**config.mk**
```make
export PLATFORM = sky130hd
export DESIGN_NAME = fifo_read_ctrl
export DESIGN_NICKNAME = d
export VERILOG_FILES = /design/src/rtl/fifo_pkg.sv /design/src/rtl/fifo_rd_skid.sv /design/src/rtl/fifo_read_ctrl.sv
export SDC_FILE = /design/constraint.sdc
export NUM_CORES = 1
export LEC_CHECK = 0
export BUFFER_PORTS_ARGS = -buffer_cell sky130_fd_sc_hd__buf_4
export CORE_UTILIZATION = 55
export CTS_BUF_LIST = sky130_fd_sc_hd__clkbuf_4
export DETAILED_ROUTE_END_ITERATION = 12
export GPL_TIMING_DRIVEN = 0
export PLACE_DENSITY_LB_ADDON = 0.12
export RECOVER_POWER = 25
export SYNTH_ARGS = -nofsm -noshare
export SYNTH_HDL_FRONTEND = slang
export SYNTH_SLANG_ARGS = --single-unit
```
**constraint.sdc**
```tcl
create_clock -name r_clk -period 3 [get_ports r_clk]
set_input_delay 0.15 -clock r_clk [delete_from_list [all_inputs] [get_ports r_clk]]
set_output_delay 0.15 -clock r_clk [all_outputs]
set_load 0.005 [all_outputs]
```
**src/rtl/fifo_pkg.sv**
```systemverilog
// Shared definitions for the dual-clock FIFO controllers.
// Holds the Gray/binary pointer helpers, the pointer-width constants and the
// elastic-buffer state encoding. The helpers work on a fixed 32-bit word so
// that both read and write controllers can use them for any depth; callers
// zero-extend their pointer on the way in and truncate on the way out.
package fifo_pkg;

    // Widest pointer the helpers handle.
    localparam int unsigned PTR_MAX_W = 32;

    typedef logic [PTR_MAX_W-1:0] ptr_word_t;

    // Elastic-buffer occupancy.
    // Bit 0 is the head-valid flag and bit 1 is the skid-valid flag, so
    // rd_valid comes straight off a flop. 2'b10 (skid without head) is illegal.
    typedef enum logic [1:0] {
        BUF_EMPTY = 2'b00,
        BUF_ONE   = 2'b01,
        BUF_TWO   = 2'b11
    } buf_state_e;

    // Pointer width for a given memory depth: one extra bit tells full from empty.
    function automatic int unsigned ptr_width(input int unsigned num_address);
        return $clog2(num_address) + 1;
    endfunction

    // Binary to Gray: adjacent values differ in exactly one bit.
    function automatic ptr_word_t bin2gray(input ptr_word_t b);
        return b ^ (b >> 1);
    endfunction

    // Gray to binary: each binary bit is the XOR of all Gray bits at or above it.
    function automatic ptr_word_t gray2bin(input ptr_word_t g);
        ptr_word_t b;
        b[PTR_MAX_W-1] = g[PTR_MAX_W-1];
        for (int i = PTR_MAX_W - 2; i >= 0; i--) begin
            b[i] = b[i+1] ^ g[i];
        end
        return b;
    endfunction

endpackage

```
**src/rtl/fifo_rd_skid.sv**
```systemverilog
// Two-entry elastic buffer between the FIFO memory read port and the consumer.
// The memory returns data one cycle after the read strobe. This buffer tracks
// that in-flight read, captures the word into the head (or the skid when the
// head is occupied and not being popped), and reports occupancy, so the issue
// logic can keep reading one word per cycle without overrunning two slots.
module fifo_rd_skid
    import fifo_pkg::*;
#(
    parameter int DATA_LENGTH = 32
) (
    input  logic                   r_clk,
    input  logic                   reset,
    input  logic                   i_issue,
    input  logic [DATA_LENGTH-1:0] i_mem_data,
    input  logic                   i_ready,
    output logic                   o_valid,
    output logic [DATA_LENGTH-1:0] o_data,
    output logic [1:0]             o_occ,
    output logic                   o_pop
);

    buf_state_e             r_state;
    buf_state_e             w_next_state;
    logic                   r_in_flight;
    logic [DATA_LENGTH-1:0] r_head;
    logic [DATA_LENGTH-1:0] r_skid;

    logic                   w_pop;
    logic                   w_load_head;
    logic                   w_head_from_skid;
    logic                   w_load_skid;

    assign o_valid = r_state[0];
    assign o_data  = r_head;
    assign w_pop   = r_state[0] & i_ready;
    assign o_pop   = w_pop;

    // Buffered words plus the read whose data arrives at the next edge.
    assign o_occ = {1'b0, r_state[0]} + {1'b0, r_state[1]} + {1'b0, r_in_flight};

    // Buffer state register.
    always_ff @(posedge r_clk) begin
        if (reset) begin
            r_state <= BUF_EMPTY;
        end else begin
            r_state <= w_next_state;
        end
    end

    // In-flight flag: the memory presents data one edge after a strobe.
    always_ff @(posedge r_clk) begin
        if (reset) begin
            r_in_flight <= 1'b0;
        end else begin
            r_in_flight <= i_issue;
        end
    end

    // Next buffer state and data-move strobes; the head always holds the oldest word.
    always_comb begin
        w_next_state     = r_state;
        w_load_head      = 1'b0;
        w_head_from_skid = 1'b0;
        w_load_skid      = 1'b0;
        case (r_state)
            BUF_EMPTY: begin
                if (r_in_flight) begin
                    w_load_head  = 1'b1;
                    w_next_state = BUF_ONE;
                end else begin
                    w_next_state = BUF_EMPTY;
                end
            end
            BUF_ONE: begin
                if (w_pop) begin
                    if (r_in_flight) begin
                        w_load_head  = 1'b1;
                        w_next_state = BUF_ONE;
                    end else begin
                        w_next_state = BUF_EMPTY;
                    end
                end else begin
                    if (r_in_flight) begin
                        w_load_skid  = 1'b1;
                        w_next_state = BUF_TWO;
                    end else begin
                        w_next_state = BUF_ONE;
                    end
                end
            end
            BUF_TWO: begin
                // The issue logic never reads while both slots are held
                // unpopped, so a capture here always coincides with a pop.
                if (w_pop) begin
                    w_head_from_skid = 1'b1;
                    if (r_in_flight) begin
                        w_load_skid  = 1'b1;
                        w_next_state = BUF_TWO;
                    end else begin
                        w_next_state = BUF_ONE;
                    end
                end else begin
                    w_next_state = BUF_TWO;
                end
            end
            default: begin
                w_next_state = BUF_EMPTY;
            end
        endcase
    end

    // Head and skid data registers; the head only changes on capture or pop,
    // so rd_data stays stable while the consumer stalls.
    always_ff @(posedge r_clk) begin
        if (reset) begin
            r_head <= {DATA_LENGTH{1'b0}};
            r_skid <= {DATA_LENGTH{1'b0}};
        end else begin
            if (w_load_head) begin
                r_head <= i_mem_data;
            end else if (w_head_from_skid) begin
                r_head <= r_skid;
            end else begin
                r_head <= r_head;
            end
            if (w_load_skid) begin
                r_skid <= i_mem_data;
            end else begin
                r_skid <= r_skid;
            end
        end
    end

endmodule

```
**src/rtl/fifo_read_ctrl.sv**
```systemverilog
// Read-domain controller for the dual-clock FIFO.
// Owns the binary read pointer, the registered empty flag and the read-issue
// decision; data is handed to the consumer through fifo_rd_skid.
// Optional feature macro: FIFO_RD_LEVEL_EN adds the registered rd_level output
// (words in memory not yet read). NUM_ADDRESS must be a power of two, >= 2.
module fifo_read_ctrl
    import fifo_pkg::*;
#(
    parameter  int NUM_ADDRESS = 8,
    parameter  int DATA_LENGTH = 32,
    localparam int ADDR_WIDTH  = $clog2(NUM_ADDRESS)
) (
    input  logic                   r_clk,
    input  logic                   reset,
    input  logic [ADDR_WIDTH:0]    w_gray_ptr_sync,
    input  logic [DATA_LENGTH-1:0] read_data_out,
    output logic                   read_enable,
    output logic [ADDR_WIDTH-1:0]  read_address,
    output logic [ADDR_WIDTH:0]    r_gray_ptr,
    output logic                   empty,
    output logic                   rd_valid,
    input  logic                   rd_ready,
    output logic [DATA_LENGTH-1:0] rd_data
`ifdef FIFO_RD_LEVEL_EN
    ,
    output logic [ADDR_WIDTH:0]    rd_level
`endif
);

    localparam int PTR_W = ptr_width(NUM_ADDRESS);

    logic [PTR_W-1:0] r_rptr;
    logic [PTR_W-1:0] r_rgray;
    logic             r_empty;

    logic [PTR_W-1:0] w_rptr_next;
    logic [PTR_W-1:0] w_gray_next;
    logic [1:0]       w_occ;
    logic [1:0]       w_occ_after_pop;
    logic             w_pop;
    logic             w_read_enable;

    // Issue a read only when memory has data and the buffer can absorb it,
    // counting a word popped this cycle as already gone.
    assign w_occ_after_pop = w_occ - {1'b0, w_pop};
    assign w_read_enable   = (~r_empty) & (w_occ_after_pop < 2'd2);

    // Empty and the published Gray pointer look at the post-increment pointer,
    // so the word being read this cycle is never counted as still available.
    assign w_rptr_next = r_rptr + {{ADDR_WIDTH{1'b0}}, w_read_enable};
    assign w_gray_next = PTR_W'(bin2gray(ptr_word_t'(w_rptr_next)));

    assign read_enable  = w_read_enable;
    assign read_address = r_rptr[ADDR_WIDTH-1:0];
    assign r_gray_ptr   = r_rgray;
    assign empty        = r_empty;

    // Read pointer, Gray pointer and empty flag.
    always_ff @(posedge r_clk) begin
        if (reset) begin
            r_rptr  <= {PTR_W{1'b0}};
            r_rgray <= {PTR_W{1'b0}};
            r_empty <= 1'b1;
        end else begin
            r_rptr  <= w_rptr_next;
            r_rgray <= w_gray_next;
            r_empty <= (w_gray_next == w_gray_ptr_sync);
        end
    end

`ifdef FIFO_RD_LEVEL_EN
    logic [PTR_W-1:0] w_wptr_bin;
    logic [PTR_W-1:0] r_rd_level;

    assign w_wptr_bin = PTR_W'(gray2bin(ptr_word_t'(w_gray_ptr_sync)));
    assign rd_level   = r_rd_level;

    // Unread words in memory, modulo the pointer range.
    always_ff @(posedge r_clk) begin
        if (reset) begin
            r_rd_level <= {PTR_W{1'b0}};
        end else begin
            r_rd_level <= w_wptr_bin - w_rptr_next;
        end
    end
`else
    // Level tracking is not built in this configuration.
`endif

    fifo_rd_skid #(
        .DATA_LENGTH (DATA_LENGTH)
    ) u_skid (
        .r_clk      (r_clk),
        .reset      (reset),
        .i_issue    (w_read_enable),
        .i_mem_data (read_data_out),
        .i_ready    (rd_ready),
        .o_valid    (rd_valid),
        .o_data     (rd_data),
        .o_occ      (w_occ),
        .o_pop      (w_pop)
    );

endmodule

```
# After elaboration in Yosys (flattened, before gate mapping)
# Cells that the tools add are included.
[word_totals]
wordCells = 35
output_inout_bits = 42
input_bits = 39
register_bits = 76
[op_classes]
bitwise = 4
eq_ne = 3
add_sub_neg = 4
order_cmp = 1
n_mux = 14
reduce_logical = 2
[op_table]
columns = ["cell", "n"]
rows = [
  ["32-bit 2-to-1 mux", 2],
  ["1-bit 2-to-1 mux", 6],
  ["2-bit 2-to-1 mux", 3],
  ["2-bit one-hot mux with 3 select lines", 1],
  ["4-bit by 1-bit adder with 4-bit output", 1],
  ["4-bit == test", 1],
  ["1-bit one-hot mux with 2 select lines", 2],
  ["4-bit by 3-bit bitwise XOR with 4-bit output", 1],
  ["1-bit by 1-bit adder with 2-bit output", 1],
  ["2-bit by 1-bit adder with 2-bit output", 1],
  ["1-bit AND", 2],
  ["2-bit by 1-bit == test with 1-bit output (second input constant)", 1],
  ["2-bit == test (second input constant)", 1],
  ["2-bit zero test", 1],
  ["2-bit less-than comparator (second input constant)", 1],
  ["2-bit nonzero test", 1],
  ["2-bit by 1-bit subtractor with 2-bit output", 1],
  ["1-bit NOT", 1],
]

# Longest topological paths before layout
# Gate-level depths: netlist of run 1.
[logic_depth]
word_depth = 8
ltp_mapped = 10
depth_no_buf = 9

# Cells and area by module
# From an unflattened synthesis of run 1, not the netlist that was laid out.
[hier_totals]
hier_cells = 336
area_unflattened_um2 = 3268.1
[modules_own_cells]
columns = ["module", "cells_each", "area_each_um2", "seq_area_each_um2", "n_inst"]
rows = [
  ["fifo_rd_skid", 302, 2875.3, 1341.3, 1],
  ["fifo_read_ctrl", 34, 392.9, 160.2, 1],
]

# Least setup slack after synthesis of run 1
# OpenSTA, ideal clock, no wires.
[synth_timing]
kind = "reg2reg"
startpoint = "register u_skid.r_state[0]"
endpoint = "register r_empty (netlist: empty)"
synth_period_minus_slack_ps = 2868
setup_ps = 116
path_buffers = 1
stages_incl_launch_ff = 11
path_slack_ps = 132
arrival_time_ps = 2752
required_time_ps = 2884
cell_sequence = "dfxtp_1 nand2b_2 inv_2 clkbuf_1 ha_1 a211oi_1 ha_1 ha_1 xnor3_1 xor2_1 a41o_1"
[synth_between]
elab_chain_len = 8
word_cells_on_any_way = 9
cone_classes = "add/sub (4); order compare (1); eq/ne (1); bitwise (3)"
[synth_rtl]
columns = ["element", "line", "text"]
rows = [
  ["start, declared", "fifo_rd_skid.sv:22", "buf_state_e r_state;"],
  ["start signal, assigned", "fifo_rd_skid.sv:46", "r_state <= w_next_state;"],
  ["1-bit by 1-bit adder with 2-bit output", "fifo_rd_skid.sv:39", "assign o_occ = {1'b0, r_state[0]} + {1'b0, r_state[1]} + {1'b0, r_in_flight};"],
  ["2-bit by 1-bit adder with 2-bit output", "fifo_rd_skid.sv:39", ""],
  ["2-bit by 1-bit subtractor with 2-bit output *", "fifo_read_ctrl.sv:45", "assign w_occ_after_pop = w_occ - {1'b0, w_pop};"],
  ["2-bit less-than comparator *", "fifo_read_ctrl.sv:46", "assign w_read_enable = (~r_empty) & (w_occ_after_pop < 2'd2);"],
  ["1-bit AND *", "fifo_read_ctrl.sv:46", ""],
  ["named net read_enable", "fifo_read_ctrl.sv:17", "output logic read_enable,"],
  ["4-bit by 1-bit adder with 4-bit output *", "fifo_read_ctrl.sv:50", "assign w_rptr_next = r_rptr + {{ADDR_WIDTH{1'b0}}, w_read_enable};"],
  ["named net w_rptr_next[1]", "fifo_read_ctrl.sv:36", "logic [PTR_W-1:0] w_rptr_next;"],
  ["4-bit by 3-bit bitwise XOR with 4-bit output *", "fifo_pkg.sv:29", "return b ^ (b >> 1);"],
  ["4-bit == test *", "fifo_read_ctrl.sv:67", "r_empty <= (w_gray_next == w_gray_ptr_sync);"],
  ["end signal, assigned", "fifo_read_ctrl.sv:67", ""],
  ["end, declared", "fifo_read_ctrl.sv:34", "logic r_empty;"],
]
# The timed path passes the listed nets; every way through them passes the cells marked *.
# A chain may end at the register's enable or synchronous reset.

# Worst setup path in the final report of run 1
[layout_timing]
startpoint = "register u_skid.r_state[0]"
endpoint = "register r_empty (netlist: empty)"
[layout_between]
elab_chain_len = 8
word_cells_on_any_way = 9
cone_classes = "add/sub (4); order compare (1); eq/ne (1); bitwise (3)"
[layout_rtl]
columns = ["element", "line"]
rows = [
  ["1-bit by 1-bit adder with 2-bit output", "fifo_rd_skid.sv:39"],
  ["2-bit by 1-bit adder with 2-bit output", "fifo_rd_skid.sv:39"],
  ["2-bit by 1-bit subtractor with 2-bit output *", "fifo_read_ctrl.sv:45"],
  ["2-bit less-than comparator *", "fifo_read_ctrl.sv:46"],
  ["1-bit AND *", "fifo_read_ctrl.sv:46"],
  ["4-bit by 1-bit adder with 4-bit output *", "fifo_read_ctrl.sv:50"],
  ["named net w_rptr_next[1]", "fifo_read_ctrl.sv:36"],
  ["4-bit by 3-bit bitwise XOR with 4-bit output *", "fifo_pkg.sv:29"],
  ["4-bit == test *", "fifo_read_ctrl.sv:67"],
]
# Marks and branches as above.

==> impl_metrics.toml, run 1 <==
[run_status]
outcome = "complete, no violations"

[worst_setup_path]
path_class = "register to register"
crit_top_cell = "ha_1"
max_stage_delay_ns = 0.42
cp_cell_sequence = "nand2b_2 > inv_2 > ha_1 > a211oi_2 > ha_1 > ha_1 > xnor3_1 > xor2_1 > a41o_1"
critPathSlowestCell = "dfxtp_2"
cp_max_fo = 16
critPathArrivalTime_ns = 3.07
cpLargestDelayFamily = "adder cells"
start_kind = "register"
cp.required_ns = 3.32
critPathCaptureType = "register"
path_buf_inv = 1

[floorplanning]
dieArea_mm2 = 0.00606
fp.dieH_um = 77.8
core.rowCount = 27
core_area_mm2 = 0.00554
die_w_um = 77.8
initial_utilization_pct = 57.1
pin_count = 81

[drt]
post-route-drc-count = 0
vias_per_cell = 5.69
finalWirelength_mm = 8.11
routedWlPerCell_um = 15.3
initialDrtViolationCount = 242
ant_nets = 0
via_count = 3021
drtPass1Iterations = 5

[timing]
period_needed_ns = 2.75
finalSetupViolCount = 0
period_share_pct = 91.6
fin_ws_ns = 0.252
maxSlewHeadroom_pct = 50.5
finalSetupTns_ns = 0
whs_ns = 0.00539
skew_ns = 0.0166
finalMaxSlewViolations = 0
worst_pin_slew_ns = 0.743
rsz0062_at_grt = "no"
hold_viol_final = 0
fmax_mhz = 364

[cts]
cts_max_level = 3
clkTransAtPathRegs_ns = 0.11
clk_path_buf_depth = 2
root_buffer = "clkbuf_4"
cts_tree = "built"
post-cts-setup-buffers = 0
clock_latency_ns = 0.41
numCtsBuffers = 9
cts.sinks = 75

[final_layout]
n_antenna_cell = 0
fin_nets = 496
syn2layout_area_growth_pct = 31.2
stdcell_area_mm2 = 0.00415
final_layout_size_suffix_gt1_share_pct = 24.2
layout_commonest_cell = "dfxtp_1"
layout_common_cells = "dfxtp_1 (74), buf_4 (50), clkbuf_4 (39)"

[power_and_ir_drop]
combPwrFrac_pct = 18.7
clockPowerShare_pct = 26.5
p_leak_nw = 1.58
netSwitchingFraction_pct = 27.5
intPower_mw = 1.43
p_seq_share_pct = 54.8
power_density_mw_per_mm2 = 477
p_sw_uw = 544
ir_drop_v = 0.000354

[worst_hold_path]
min_path_type = "primary input to register"

[yosys]
synth.top_cell.area_share_pct = 47.5
synth_top_family_by_area = "compound AO/OA/AOI/OAI gates"
netlist_area_mm2 = 0.00316
ys_seq_area_share_pct = 47.5
synthSimpleGateAreaFrac_pct = 8.79
synth-edff-count = 0
synthCells = 345
synth_area_leader_cell = "dfxtp_1"
synth_compound_area_share_pct = 29.5
synth.area.mux_share_pct = 0.317
async_flop_share_pct = 0
synthTopCellsByArea = "dfxtp_1 (47%), o32ai_1 (8.0%), a21oi_1 (5.9%), o21ai_0 (5.5%), nand3_1 (5.4%)"
synth_warnings = 0
syn_avg_cell_area_um2 = 9.16
synthXorXnorAreaFrac_pct = 4.47
synth_fa_ha_area_share_pct = 1.19
synth_nets = 387
synth_cell_types = 32
synth_ff_type = "dfxtp_1"
ys_ff_latch = 75

[grt]
antenna_found_initial = 0
grt_pass1_wl_mm = 13.2
grt_usage_pct = 27.7
grt_overflow_total = 0
first_global_vias = 2803
grt_max_degree = 17

[place]
dp_slack_ns = -0.287
dp_hpwl_mm = 5.47
place_congestion = 0.829
postPlaceCellArea_mm2 = 0.00384
portBuffers = 79

[flow_run]
drv_cap = 0
## repair_timing
action | 4_1_cts | 5_1_grt
setup endpoints to repair | 3 | 1
hold buffers | 19 | 1
gates resized for setup | 0 | 2
endpoints found under the hold margin | 19 | 1
## flip-flops by register name, summed over array words and instances, names as in the netlist
register / cells
u_skid.r_in_flight: 1
r_gray_ptr: 3
u_skid.r_state: 2
u_skid.o_data: 32
u_skid.r_skid: 32
empty: 1
r_rptr: 4
## worst register-to-register path, cell delays in order, from the launching register on
cell      delay (ns)
dfxtp_2         0.42
nand2b_2        0.11
inv_2           0.24
ha_1            0.30
a211oi_2        0.31
ha_1            0.25
ha_1            0.28
xnor3_1         0.41
xor2_1          0.16
a41o_1          0.17
## routing by layer
| metal | share of wire (%) | vias to the layer above | track usage [%] | routed length, um |
|---|---|---|---|---|
| li1 | - | 1480 | - | - |
| met1 | 44 | 1419 | 35.4 | 3560 |
| met2 | 49 | 107 | 46.2 | 3970 |
| met3 | 5.2 | 15 | 5.41 | 424 |
| met4 | 1.9 | 0 | 10.0 | 151 |
| met5 | 0 | - | 0 | 0 |
## cells by family after synthesis
kind of cell    count (synthesis)
compound gates                136
xor+xnor                       13
fa+ha+maj                       3
buf+inv                        64
flops                          75
mux                             1
simple gates                   53
## final timing paths
| path | from | to | slack [ns] | cells past startpoint |
|---|---|---|---|---|
| hold / removal | read_data_out[10] | u_skid.r_skid[10] | 0.005 | 3 |
| setup / recovery | u_skid.r_state[0] | empty | 0.25 | 9 |
| setup reg to reg | u_skid.r_state[0] | empty | 0.25 | 9 |
| hold reg to reg | u_skid.o_data[5] | u_skid.o_data[5] | 0.46 | 2 |
## power groups by stage
| stage | combinational (mW) | sequential (mW) | clock, mW |
|---|---|---|---|
| 2_1_floorplan | 0.177 | 1.11 | 0 |
| 3_3_place_gp | 0.343 | 1.10 | 0 |
| 3_5_place_dp | 0.352 | 1.11 | 0 |
| 4_1_cts | 0.373 | 1.08 | 0.526 |
| 5_1_grt | 0.401 | 1.09 | 0.578 |
| 6_report | 0.370 | 1.08 | 0.525 |
## through the flow
step           power [mW]  util [%]  std cells
5_1_grt              2.07      74.9        531
3_5_place_dp         1.46      69.4        496
3_3_place_gp         1.45      69.4        496
6_report             1.98      74.9        531
2_1_floorplan        1.28         -        345
4_1_cts              1.98      74.7        530
## cell type report
cell class / instances / area, um^2
Clock inverter: 4 / 17.5
Clock buffer: 12 / 90.1
Buffer: 33 / 144
Sequential cell: 75 / 1500
Multi-Input combinational cell: 206 / 1410
Timing Repair Buffer: 99 / 786
Fill cell: 431 / 1390
Inverter: 30 / 113
Tap cell: 72 / 90.1
## Yosys cell counts (2+ instances only)
cell / count
xnor3_1: 2
dfxtp_1: 75
o21ai_0: 35
a211oi_1: 20
o32ai_1: 29
nand3_1: 34
nor2_1: 6
buf_2: 4
inv_1: 29
ha_1: 3
nor2b_1: 4
a21oi_1: 37
a32oi_1: 3
clkbuf_1: 27
a211oi_2: 10
xnor2_1: 6
buf_6: 2
xor2_1: 5
Power figures use the tool's default switching activity.
==> run 2: changes to the inputs <==
--- a/config.mk
+++ b/config.mk
@@ -5,13 +5,15 @@
 export SDC_FILE = /design/constraint.sdc
 export NUM_CORES = 1
 export LEC_CHECK = 0
+export ABC_AREA = 1
 export BUFFER_PORTS_ARGS = -buffer_cell sky130_fd_sc_hd__buf_4
-export CORE_UTILIZATION = 55
+export CORE_UTILIZATION = 54
 export CTS_BUF_LIST = sky130_fd_sc_hd__clkbuf_4
 export DETAILED_ROUTE_END_ITERATION = 12
 export GPL_TIMING_DRIVEN = 0
 export PLACE_DENSITY_LB_ADDON = 0.12
 export RECOVER_POWER = 25
+export SLEW_MARGIN = 20
 export SYNTH_ARGS = -nofsm -noshare
 export SYNTH_HDL_FRONTEND = slang
 export SYNTH_SLANG_ARGS = --single-unit
==> impl_metrics.toml, run 2 <==
[floorplanning]
initial_utilization_pct = 56.0
dieArea_mm2 = 0.00602
fp.dieH_um = 77.6
pin_count = 81
die_w_um = 77.6
core.rowCount = 27
core_area_mm2 = 0.00551

[drt]
met2_length_mm = 3.69
finalWirelength_mm = 7.47
routedWlPerCell_um = 12.6
ant_nets = 0
via_count = 3034
dr_wl_met3_um = 331
post-route-drc-count = 0
drtPass1Iterations = 6
met1Wirelength_mm = 3.36
top_layer = "met4"
initialDrtViolationCount = 190
vias_per_cell = 5.13

[yosys]
synth_common_cells = "nand2_1 (88), dfxtp_1 (75), a21oi_1 (65), inv_1 (48), o21ai_0 (36)"
syn_avg_cell_area_um2 = 7.61
synth_ff_type = "dfxtp_1"
yosysMostFrequentCell = "nand2_1"
synth_top_family_by_area = "compound AO/OA/AOI/OAI gates"
synthXorXnorAreaFrac_pct = 0
synthCells = 405
synthSimpleGateAreaFrac_pct = 16.0
ys_seq_area_share_pct = 48.7
synth_warnings = 0
synth_cell_types = 21
synth.top_cell.area_share_pct = 48.7
synth.area.mux_share_pct = 0
netlist_area_mm2 = 0.00308
synth_fa_ha_area_share_pct = 1.22
synth_nets = 447
ys_ff_latch = 75
synthTopCellsByArea = "dfxtp_1 (49%), nand2_1 (11%), a21oi_1 (11%), o211ai_1 (6.8%), o21ai_0 (5.8%)"
synth_compound_area_share_pct = 24.1
synth_area_leader_cell = "dfxtp_1"
async_flop_share_pct = 0
synth-edff-count = 0

[timing]
maxSlewHeadroom_pct = 65.7
hold_viol_final = 0
finalSetupViolCount = 0
period_needed_ns = 2.32
rsz0062_at_grt = "no"
fmax_mhz = 431
worst_pin_slew_ns = 0.514
finalMaxSlewViolations = 0
fin_ws_ns = 0.679
finalSetupTns_ns = 0
whs_ns = 0.0140
skew_ns = 0.0132
period_share_pct = 77.4

[worst_setup_path]
cp.required_ns = 3.35
ff2ff_path_depth = 17
r2r_slack_ns = 0.68
path_class = "register to register"
start_kind = "register"
cp_max_fo = 4
worstReg2RegEnd = "empty"
r2r-start = "u_skid.r_state[0]"
critPathArrivalTime_ns = 2.67
critPathCaptureType = "register"

[grt]
grt_usage_pct = 25.7
first_global_vias = 2791
grt_overflow_total = 0
grt_pass1_wl_mm = 12.2
grt_max_degree = 13
antenna_found_initial = 0

[final_layout]
final_layout_size_suffix_gt1_share_pct = 22.3
n_antenna_cell = 0
final_cells = 592
layout_commonest_cell = "nand2_1"
layout_common_cells = "nand2_1 (88), dfxtp_1 (75), a21oi_1 (65)"
fin_nets = 557
stdcell_area_mm2 = 0.00409
syn2layout_area_growth_pct = 32.8
fin_util_pct = 74.3
nFillCells = 450

[place]
dp_hpwl_mm = 5.21
portBuffers = 79
postPlaceCellArea_mm2 = 0.00377
placed_cells = 556
dp_slack_ns = 0.728
place_congestion = 0.770

[cts]
clkTransAtPathRegs_ns = 0.11
root_buffer = "clkbuf_4"
cts_tree = "built"
cts.repair.resized = 0
clock_latency_ns = 0.41
cts.sinks = 75
numCtsBuffers = 9
cts_max_level = 3
clk_path_buf_depth = 2

[worst_hold_path]
hold_path_depth = 3
hold_path_end = "u_skid.r_skid[1]"
min-delay-start = "read_data_out[1]"
min_path_type = "primary input to register"

[flow_run]
drv_cap = 0

[power_and_ir_drop]
ir_drop_v = 0.000283
p_sw_uw = 508
combPwrFrac_pct = 14.8
netSwitchingFraction_pct = 26.3
power_density_mw_per_mm2 = 471
p_seq_share_pct = 54.4
p_leak_nw = 1.86
intPower_mw = 1.42
post-layout-total-power_mw = 1.93
clockPowerShare_pct = 30.8

[run_status]
outcome = "complete, no violations"
[run 2: metal layers]
metal  GRT usage [%]  vias up
li1                -     1555
met1            32.0     1382
met2            42.9       87
met3            4.47       10
met4            12.1        0
met5               0        -
[run 2: power by group through the flow]
stage,logic [mW],clock network [mW],registers (mW)
final,0.285,0.594,1.05
after floorplan,0.143,0,1.07
after CTS,0.287,0.603,1.05
after detailed placement,0.265,0,1.07
after global routing,0.318,0.640,1.05
after global placement,0.259,0,1.07
[run 2: timing repair]
action,4_1_cts,5_1_grt
endpoints found under the hold margin,20,0
setup endpoints to repair,0,0
setup buffers,0,0
hold buffers,20,0
[run 2: worst max path at each step]
stage	endpoint	slack (ns)	from
2_1_floorplan	empty	0.95	u_skid.r_state[0]
6_report	empty	0.68	u_skid.r_state[0]
3_5_place_dp	empty	0.73	u_skid.r_state[0]
5_1_grt	empty	0.47	u_skid.r_state[0]
4_1_cts	empty	0.68	u_skid.r_state[0]
3_3_place_gp	empty	0.75	u_skid.r_state[0]
[run 2: cells by family (layout without fill, tap and decap cells)]
group           after synthesis  in the layout
fa+ha+maj                     3              3
buf+inv                      76            191
flops                        75             75
compound gates              132            132
simple gates                119            119
[run 2: layout make-up]
type	count	area, um^2	share of cell area [%]
buffer	25	115	2.81
clock buffer	10	75.1	1.83
clock inverter	6	56.3	1.38
inverter	51	191	4.68
multi-input combinational	254	1270	31.1
sequential	75	1500	36.7
tap	72	90.1	2.20
timing repair buffer	99	790	19.3
[run 2: worst max-delay path, stage by stage (launching register included)]
cell,delay (ns)
dfxtp_1,0.39
inv_1,0.07
nor2_2,0.20
ha_1,0.28
nand2_1,0.07
nand2_1,0.06
inv_1,0.08
ha_1,0.21
ha_1,0.28
inv_1,0.11
nand2_1,0.10
nand2_1,0.08
nand2_1,0.04
nand2_1,0.05
nand3_1,0.08
nor2_1,0.09
nand2_1,0.05
nand2_1,0.04
==> run 3: changes to the inputs <==
--- a/config.mk
+++ b/config.mk
@@ -7,7 +7,7 @@
 export LEC_CHECK = 0
 export ABC_AREA = 1
 export BUFFER_PORTS_ARGS = -buffer_cell sky130_fd_sc_hd__buf_4
-export CORE_UTILIZATION = 54
+export CORE_UTILIZATION = 49
 export CTS_BUF_LIST = sky130_fd_sc_hd__clkbuf_4
 export DETAILED_ROUTE_END_ITERATION = 12
 export GPL_TIMING_DRIVEN = 0
==> constraint.sdc (replaced) <==
create_clock -name r_clk -period 2 [get_ports r_clk]
set_input_delay 0.1 -clock r_clk [delete_from_list [all_inputs] [get_ports r_clk]]
set_output_delay 0.1 -clock r_clk [all_outputs]
set_load 0.005 [all_outputs]
==> impl_metrics.toml, run 3 (same netlist as run 2, synthesis figures left out) <==
[drt]
ant_nets = 0
initialDrtViolationCount = 176
via_count = 3115
finalWirelength_mm = 8.01
routedWlPerCell_um = 13.1
drtPass1Iterations = 4
vias_per_cell = 5.10
post-route-drc-count = 0

[place]
postPlaceCellArea_mm2 = 0.00377
dp_hpwl_mm = 5.19
place_congestion = 0.744
portBuffers = 79

[timing]
fmax_mhz = 513
maxSlewHeadroom_pct = 63.3
skew_ns = 0.00984
period_needed_ns = 1.95
period_share_pct = 97.5
finalSetupViolCount = 0
finalSetupTns_ns = 0
finalMaxSlewViolations = 0
rsz0062_at_grt = "yes"
worst_pin_slew_ns = 0.550
hold_viol_final = 0

[cts]
clk_path_buf_depth = 2
cts.sinks = 75
numCtsBuffers = 9
clkTransAtPathRegs_ns = 0.11
cts_max_level = 3
root_buffer = "clkbuf_4"
cts_tree = "built"
clock_latency_ns = 0.42

[final_layout]
fin_nets = 574
syn2layout_area_growth_pct = 43.2
final_layout_size_suffix_gt1_share_pct = 25.6
stdcell_area_mm2 = 0.00441
n_antenna_cell = 0
fin_util_pct = 73.7
layout_commonest_cell = "nand2_1"
layout_common_cells = "nand2_1 (80), dfxtp_1 (74), a21oi_1 (65)"

[power_and_ir_drop]
power_density_mw_per_mm2 = 758
ir_drop_v = 0.000555
post-layout-total-power_mw = 3.35
p_leak_nw = 1.96

[worst_setup_path]
r2r-start = "u_skid.r_state[0]"
critPathArrivalTime_ns = 2.25
critPathSlowestCell = "dfxtp_2"
crit_top_cell = "nand2_1"
critPathCaptureType = "register"
start_kind = "register"
path_buf_inv = 3
crit_start = "u_skid.r_state[0]"
cp_max_fo = 3
cpLargestDelayFamily = "adder cells"
cp.required_ns = 2.30
path_class = "register to register"
max_stage_delay_ns = 0.35
cp_cell_sequence = "inv_2 > nor2_4 > ha_4 > nand2_2 > nand2_2 > inv_2 > ha_4 > ha_4 > inv_4 > nand3_2 > nand2_1 > nand2_1 > nand3_1 > nor2_1 > nand2_1 > nand2_1"

[floorplanning]
fp.dieH_um = 81.3
core_area_mm2 = 0.00599
initial_utilization_pct = 51.5
core.rowCount = 28
pin_count = 81
die_w_um = 81.3
dieArea_mm2 = 0.00661

[grt]
grt_pass1_wl_mm = 12.7
grt_usage_pct = 25.3
grt_max_degree = 13
grt_overflow_total = 0
first_global_vias = 2823
antenna_found_initial = 0

[run_status]
outcome = "complete, no violations"

[flow_run]
drv_cap = 0

[worst_hold_path]
min-delay-start = "w_gray_ptr_sync[3]"
min_path_type = "primary input to register"
## run 3: cell types whose count changed in the layout (fill, tap and decap cells not counted), moves of 4 or more
cell / previous run / this run
dlygate4sd3_1: 20 / 33
buf_4: 52 / 56
nand2_2: 0 / 6
nand2_1: 88 / 80
## run 3: per-stage QoR
stage / setup slack (ns) / cells / hold WS, ns
6_report: 0.0503 / 611 / 0.0289
3_5_place_dp: -0.212 / 559 / 0.349
2_1_floorplan: 0.00106 / 405 / 0.235
3_3_place_gp: -0.166 / 559 / 0.341
4_1_cts: 0.0136 / 608 / 0.00624
5_1_grt: -0.103 / 611 / 0.0632
## run 3: final cells by class
class | count | area (um^2)
fill | 507 | 1580
sequential | 75 | 1500
multi-input combinational | 254 | 1360
timing repair buffer | 116 | 950
inverter | 51 | 194
clock inverter | 6 | 129
buffer | 25 | 115
tap | 75 | 93.8
clock buffer | 9 | 67.6
## run 3: worst min-delay path: cells and delay by family
family,cells,cell delay [ns]
buffers and inverters,1,0.08
AND/OR/NAND/NOR,5,0.21
## run 3: timing repair
item | 4_1_cts | 5_1_grt
hold buffers | 33 | 0
pin swaps | 1 | 8
hold endpoints to repair | 34 | 0
buffers inserted | 1 | 3
resized for setup | 9 | 13
setup endpoints to repair | 2 | 1
## run 3: metal layers
layer / GRT usage [%] / routed length (um)
met1: 31.8 / 3580
met2: 42.0 / 4000
met3: 6.29 / 307
met4: 8.75 / 114
met5: 0 / 0
## run 3: final timing paths
kind	to	slack (ns)	cells after the start
max	empty	0.05	16
min	empty	0.03	6
max reg2reg	empty	0.05	16
min reg2reg	u_skid.o_data[27]	0.47	2
## run 3: report_power, final
group | internal, mW | switching [mW]
logic | 0.249 | 0.256
clock network | 0.746 | 0.516
registers | 1.55 | 0.0308
